File: config.mk
export PLATFORM = sky130hd
export DESIGN_NAME = adc_spi_responder
export DESIGN_NICKNAME = d
export VERILOG_FILES = /design/src/rtl/adc_spi_responder.sv
export SDC_FILE = /design/constraint.sdc
export NUM_CORES = 1
export LEC_CHECK = 0
export BUFFER_PORTS_ARGS = -buffer_cell sky130_fd_sc_hd__buf_2
export CORE_ASPECT_RATIO = 1.25
export CORE_MARGIN = 2
export CORE_UTILIZATION = 50
export CTS_CLUSTER_SIZE = 8
export DETAILED_ROUTE_END_ITERATION = 12
export GPL_TIMING_DRIVEN = 0
export MAX_ROUTING_LAYER = met4
export PLACE_DENSITY = 0.85
export SYNTH_ARGS = -nofsm -noshare
export SYNTH_HDL_FRONTEND = slang
export SYNTH_SLANG_ARGS = --single-unit
File: constraint.sdc
create_clock -name clk -period 2.3 [get_ports clk]
set_input_delay 0.46 -clock clk [delete_from_list [all_inputs] [get_ports clk]]
set_output_delay 0.46 -clock clk [all_outputs]
set_load 0.05 [all_outputs]
File: src/rtl/adc_spi_responder.sv
// ADC128S-style SPI responder: returns a 12-bit sample per 16-clock frame and latches the next channel from DIN.
// Optional build macro ADC_RESP_TEST_PATTERN_EN replaces the payload with {cur_chan, frame_cnt}.
module adc_spi_responder #(
  parameter int SYNC_STAGES = 2
) (
  input  logic        clk,
  input  logic        reset,
  input  logic [95:0] ch_data,
  input  logic        adc_cs_n,
  input  logic        adc_sclk,
  input  logic        adc_saddr,
  output logic        adc_sdat,
  output logic        adc_sdat_oe,
  output logic [2:0]  cur_chan,
  output logic        frame_done,
  output logic        frame_err
);

  typedef enum logic [1:0] {IDLE, SHIFT, WAIT_CS} state_t;

  logic [SYNC_STAGES-1:0] cs_sync, sclk_sync, saddr_sync;
  logic                   cs_q, sclk_q;
  logic [SYNC_STAGES:0]   fill;
  logic                   armed;

  state_t      state, state_n;
  logic [15:0] shreg, shreg_n;
  logic [15:0] din, din_n;
  logic [4:0]  cnt, cnt_n;
  logic [2:0]  chan_n;
  logic        done_n, err_n, oe_n;
  logic [11:0] payload;

  logic cs_s, sclk_s, saddr_s;
  logic cs_fall, cs_rise, sclk_fall, sclk_rise;

  assign cs_s      = cs_sync[SYNC_STAGES-1];
  assign sclk_s    = sclk_sync[SYNC_STAGES-1];
  assign saddr_s   = saddr_sync[SYNC_STAGES-1];
  // A fall only counts once the chain holds real pin data and cs_n was seen high,
  // so a cs_n held low across reset cannot start a frame.
  assign cs_fall   = armed & cs_q & ~cs_s;
  assign cs_rise   = ~cs_q & cs_s;
  assign sclk_fall = sclk_q & ~sclk_s;
  assign sclk_rise = ~sclk_q & sclk_s;

  always_ff @(posedge clk) begin
    if (reset) begin
      cs_sync    <= '1;
      sclk_sync  <= '0;
      saddr_sync <= '0;
      cs_q       <= 1'b1;
      sclk_q     <= 1'b0;
      fill       <= '0;
      armed      <= 1'b0;
    end else begin
      cs_sync    <= {cs_sync[SYNC_STAGES-2:0], adc_cs_n};
      sclk_sync  <= {sclk_sync[SYNC_STAGES-2:0], adc_sclk};
      saddr_sync <= {saddr_sync[SYNC_STAGES-2:0], adc_saddr};
      cs_q       <= cs_s;
      sclk_q     <= sclk_s;
      fill       <= {fill[SYNC_STAGES-1:0], 1'b1};
      armed      <= armed | (fill[SYNC_STAGES] & cs_s);
    end
  end

`ifdef ADC_RESP_TEST_PATTERN_EN
  logic [8:0] frame_cnt;

  always_ff @(posedge clk) begin
    if (reset) frame_cnt <= '0;
    else if (done_n) frame_cnt <= frame_cnt + 9'd1;
  end

  assign payload = {cur_chan, frame_cnt};
`else
  assign payload = ch_data[12*int'(cur_chan) +: 12];
`endif

  always_ff @(posedge clk) begin
    if (reset) begin
      state       <= IDLE;
      shreg       <= '0;
      din         <= '0;
      cnt         <= '0;
      cur_chan    <= '0;
      frame_done  <= 1'b0;
      frame_err   <= 1'b0;
      adc_sdat_oe <= 1'b0;
    end else begin
      state       <= state_n;
      shreg       <= shreg_n;
      din         <= din_n;
      cnt         <= cnt_n;
      cur_chan    <= chan_n;
      frame_done  <= done_n;
      frame_err   <= err_n;
      adc_sdat_oe <= oe_n;
    end
  end

  always_comb begin
    state_n = state;
    shreg_n = shreg;
    din_n   = din;
    cnt_n   = cnt;
    chan_n  = cur_chan;
    done_n  = 1'b0;
    err_n   = 1'b0;
    oe_n    = adc_sdat_oe;
    case (state)
      IDLE: begin
        if (cs_fall) begin
          shreg_n = {4'b0000, payload};
          cnt_n   = '0;
          din_n   = '0;
          oe_n    = 1'b1;
          state_n = SHIFT;
        end
      end
      SHIFT: begin
        // cs_n rise wins over any sclk edge seen in the same clk
        if (cs_rise) begin
          err_n   = 1'b1;
          oe_n    = 1'b0;
          state_n = IDLE;
        end else if (sclk_fall) begin
          shreg_n = shreg << 1;
        end else if (sclk_rise) begin
          cnt_n = cnt + 5'd1;
          din_n = (din << 1) | {15'd0, saddr_s};
          if (cnt == 5'd15) begin
            chan_n  = din_n[13:11];
            done_n  = 1'b1;
            state_n = WAIT_CS;
          end
        end
      end
      WAIT_CS: begin
        if (cs_rise) begin
          oe_n    = 1'b0;
          state_n = IDLE;
        end
      end
      default: state_n = IDLE;
    endcase
  end

  assign adc_sdat = (state == SHIFT) & shreg[15];

endmodule
==> flow_summary.json <==
{
  "diodes": 0,
  "synth-simple-area-share": 0.166,
  "nNetsFinal": 516,
  "holdPathStages": 2,
  "final-hold-violation-count": 0,
  "synthAdderAreaFrac": 0.0245,
  "synth_nets": 405,
  "worst_ir_drop_vdd_mv": 0.434,
  "synth_compound_area_frac": 0.167,
  "fin_crit_sh": 0.949,
  "wirelength_mm": 8.13,
  "met1Wirelength_mm": 3.08,
  "dr_wl_met3_microns": 442,
  "fmax_mhz": 458,
  "avgSynthCellArea_sq_um": 10.3,
  "synthMuxAreaShare": 0.221,
  "power_frac_comb": 0.446,
  "worst-path-buf-inv": 4,
  "wl_per_cell_microns": 16.6,
  "dp_hpwl_mm": 6.46,
  "clkTransAtPathRegs_ns": 0.09,
  "internal_power_mw": 1.69,
  "reg2reg_depth": 8,
  "final_util": 0.645,
  "met2_wirelength_mm": 4.30,
  "overflow": 0,
  "synth_area_leaders": "dfxtp_1, mux4_1, a21oi_1",
  "clock_latency_ns": 0.31,
  "cts_root_buf": "clkbuf_8",
  "grt_pass1_wl_mm": 12.6,
  "critPathMaxFanout": 28,
  "worst_path_max_delay_cell": "dfxtp_1",
  "ant_nets": 0,
  "pin_count": 108,
  "htree_num_levels": 2,
  "drv_slew": 0,
  "track_usage": 0.249,
  "run_status": "complete, no violations",
  "yosys-top-cells-count": "dfxtp_1, a21oi_1, o21ai_0, mux4_1, nand4_1",
  "portBuffers": 106,
  "async_flop_share": 0,
  "hold_path.class": "in2reg",
  "synth_top_area_frac": 0.354,
  "placementRows": 31,
  "worst_slew_pin_slew_ns": 0.522,
  "slew-limit-headroom": 0.652,
  "routed.top_layer": "met4",
  "route.detailed.drc": 0,
  "netlist_area_sq_um": 3060,
  "tritoncts": "built",
  "critical_path.max_stage_delay_ns": 0.34,
  "postSynthCellCount": 298,
  "p_clk_frac": 0.179,
  "synthDistinctLibCells": 40,
  "clk_path_buf_depth": 2,
  "path_depth": 6,
  "crit_chain": "inv_1 -> ha_2 -> buf_8 -> buf_4 -> and2_1 -> buf_4",
  "ys.flop_type": "dfxtp_1",
  "clock-sinks": 54,
  "dr.first_iter.drc_count": 148,
  "clock_skew_ns": 0.00490,
  "core_region_area_sq_um": 5860,
  "rsz0062_at_grt": "false",
  "whs_ns": 0.324,
  "dieHeight_microns": 91.4,
  "synth_edf_count": 0,
  "dieArea_sq_um": 6760,
  "grt_max_degree": 29,
  "arrival_ns": 1.72,
  "cp_common_cell": "buf_4",
  "synth_area_leader_cell": "dfxtp_1",
  "synth_xor_area_frac": 0,
  "cts-buffers-inserted": 5,
  "path_class": "reg2out",
  "cp_top_family": "buffers and inverters",
  "p_per_area_nw_per_um2": 751,
  "post-synth-top-count-cell": "dfxtp_1",
  "p_seq_frac": 0.375,
  "leakage_nw": 1.53,
  "required_ns": 1.84,
  "vias": 2888,
  "p_sw_frac": 0.405,
  "fin_cells": 491,
  "die_width_microns": 73.9,
  "p_switching_mw": 1.15,
  "setup_viol": 0,
  "endpoint_kind": "primary output",
  "yosysWarningCount": 0,
  "syn2layout_area_growth_pct": 23.5,
  "avgViaCountPerCell": 5.88,
  "synth_top_family_by_area": "multiplexers",
  "initial_core_util": 0.522,
  "dr.pass1.iters": 5,
  "postCtsSetupBuffers": 0,
  "drive_gt1_frac": 0.337,
  "hold_buffers": 0,
  "cp-start-kind": "flop",
  "place_congestion": 0.900,
  "ys_seq_area_frac": 0.354,
  "grt_pass1_vias": 2826,
  "dp.cells": 486,
  "antenna_found_initial": 0,
  "drv_cap": 0,
  "layout_min_cycle_time_ns": 2.18,
  "total_power_mw": 2.83,
  "ys_ff_latch": 54
}
[stage by stage]
step           setup slack [ns]  instance area [sq um]  TNS, ns
3_3_place_gp             -0.312                   3690   -0.312
4_1_cts                  0.0690                   3770        0
2_1_floorplan            0.0226                   3060        0
3_5_place_dp             -0.322                   3690   -0.322
5_1_grt                  0.0166                   3780        0
6_report                  0.118                   3780        0
[power by group through the flow]
stage | clock network, mW | registers, mW | logic, mW
2_1_floorplan | 0 | 1.10 | 0.834
3_3_place_gp | 0 | 1.08 | 1.20
3_5_place_dp | 0 | 1.08 | 1.23
4_1_cts | 0.504 | 1.06 | 1.24
5_1_grt | 0.532 | 1.08 | 1.37
6_report | 0.507 | 1.06 | 1.26
[path summary, 6_finish.rpt]
path | to | slack [ns] | startpoint
setup / recovery | adc_sdat | 0.12 | state[1]
hold / removal | cs_sync[0] | 0.32 | adc_cs_n
setup reg to reg | shreg[9] | 0.20 | state[0]
hold reg to reg | cs_sync[1] | 0.42 | cs_sync[0]
[timing repair]
| item | CTS | global route |
|---|---|---|
| cloned | 0 | 0 |
| gates resized for setup | 4 | 2 |
| pin swaps | 0 | 0 |
| endpoints found under the setup margin | 1 | 1 |
[final cells by class]
class,count,area [sq um]
clock buffer,7,76.3
buffer,30,194
sequential,54,1080
timing repair buffer,106,533
inverter,5,18.8
multi-input combinational,207,1770
fill,459,2080
tap,82,103
[registers in the layout, summed over array words and instances (netlist names), 2 cells and up]
register and count:
sclk_sync 2, cur_chan 3, saddr_sync 2, state 2, cs_sync 2, cnt 5
fill 3, shreg 16, din 13
[layer usage]
layer  track usage  vias up
met5             -        -
met4         0.105        0
met3        0.0266       27
met2         0.440      133
met1         0.278     1353
li1              -     1375
[cell families after synthesis]
logic type                 count (synthesis)
AOI/OAI and AO/OA                         89
and+or+nand+nor                           82
DFF                                       54
buffers and inverters                     37
muxes                                     30
adders and majority gates                  6
[worst reg2reg max path, delay by kind of cell (launching register included)]
kind,cells,cell delay [ns]
and+or+nand+nor,1,0.23
AOI/OAI and AO/OA,3,0.59
adders and majority gates,1,0.25
DFF,1,0.39
buffers and inverters,3,0.57
[cells in the final DEF, fill, tap and decap left out, types with 3 or more instances in the layout]
master    Yosys  layout
nor2b_1      18      18
mux4_2        4       4
clkbuf_8      1       6
mux4_1       20      20
inv_1         5       5
nor2_1        7       7
or4_1        13      13
o21ai_0      33      33
o22ai_1      11      11
nand4_1      20      20
buf_2         7     110
dfxtp_1      54      54
ha_1          6       5
a21oi_1      36      36
or2_2         4       4
mux2i_1       6       6
clkbuf_1     16      17
buf_4         1       3
nand2_1       5       5
No activity file was read; power rests on OpenSTA's default activity.
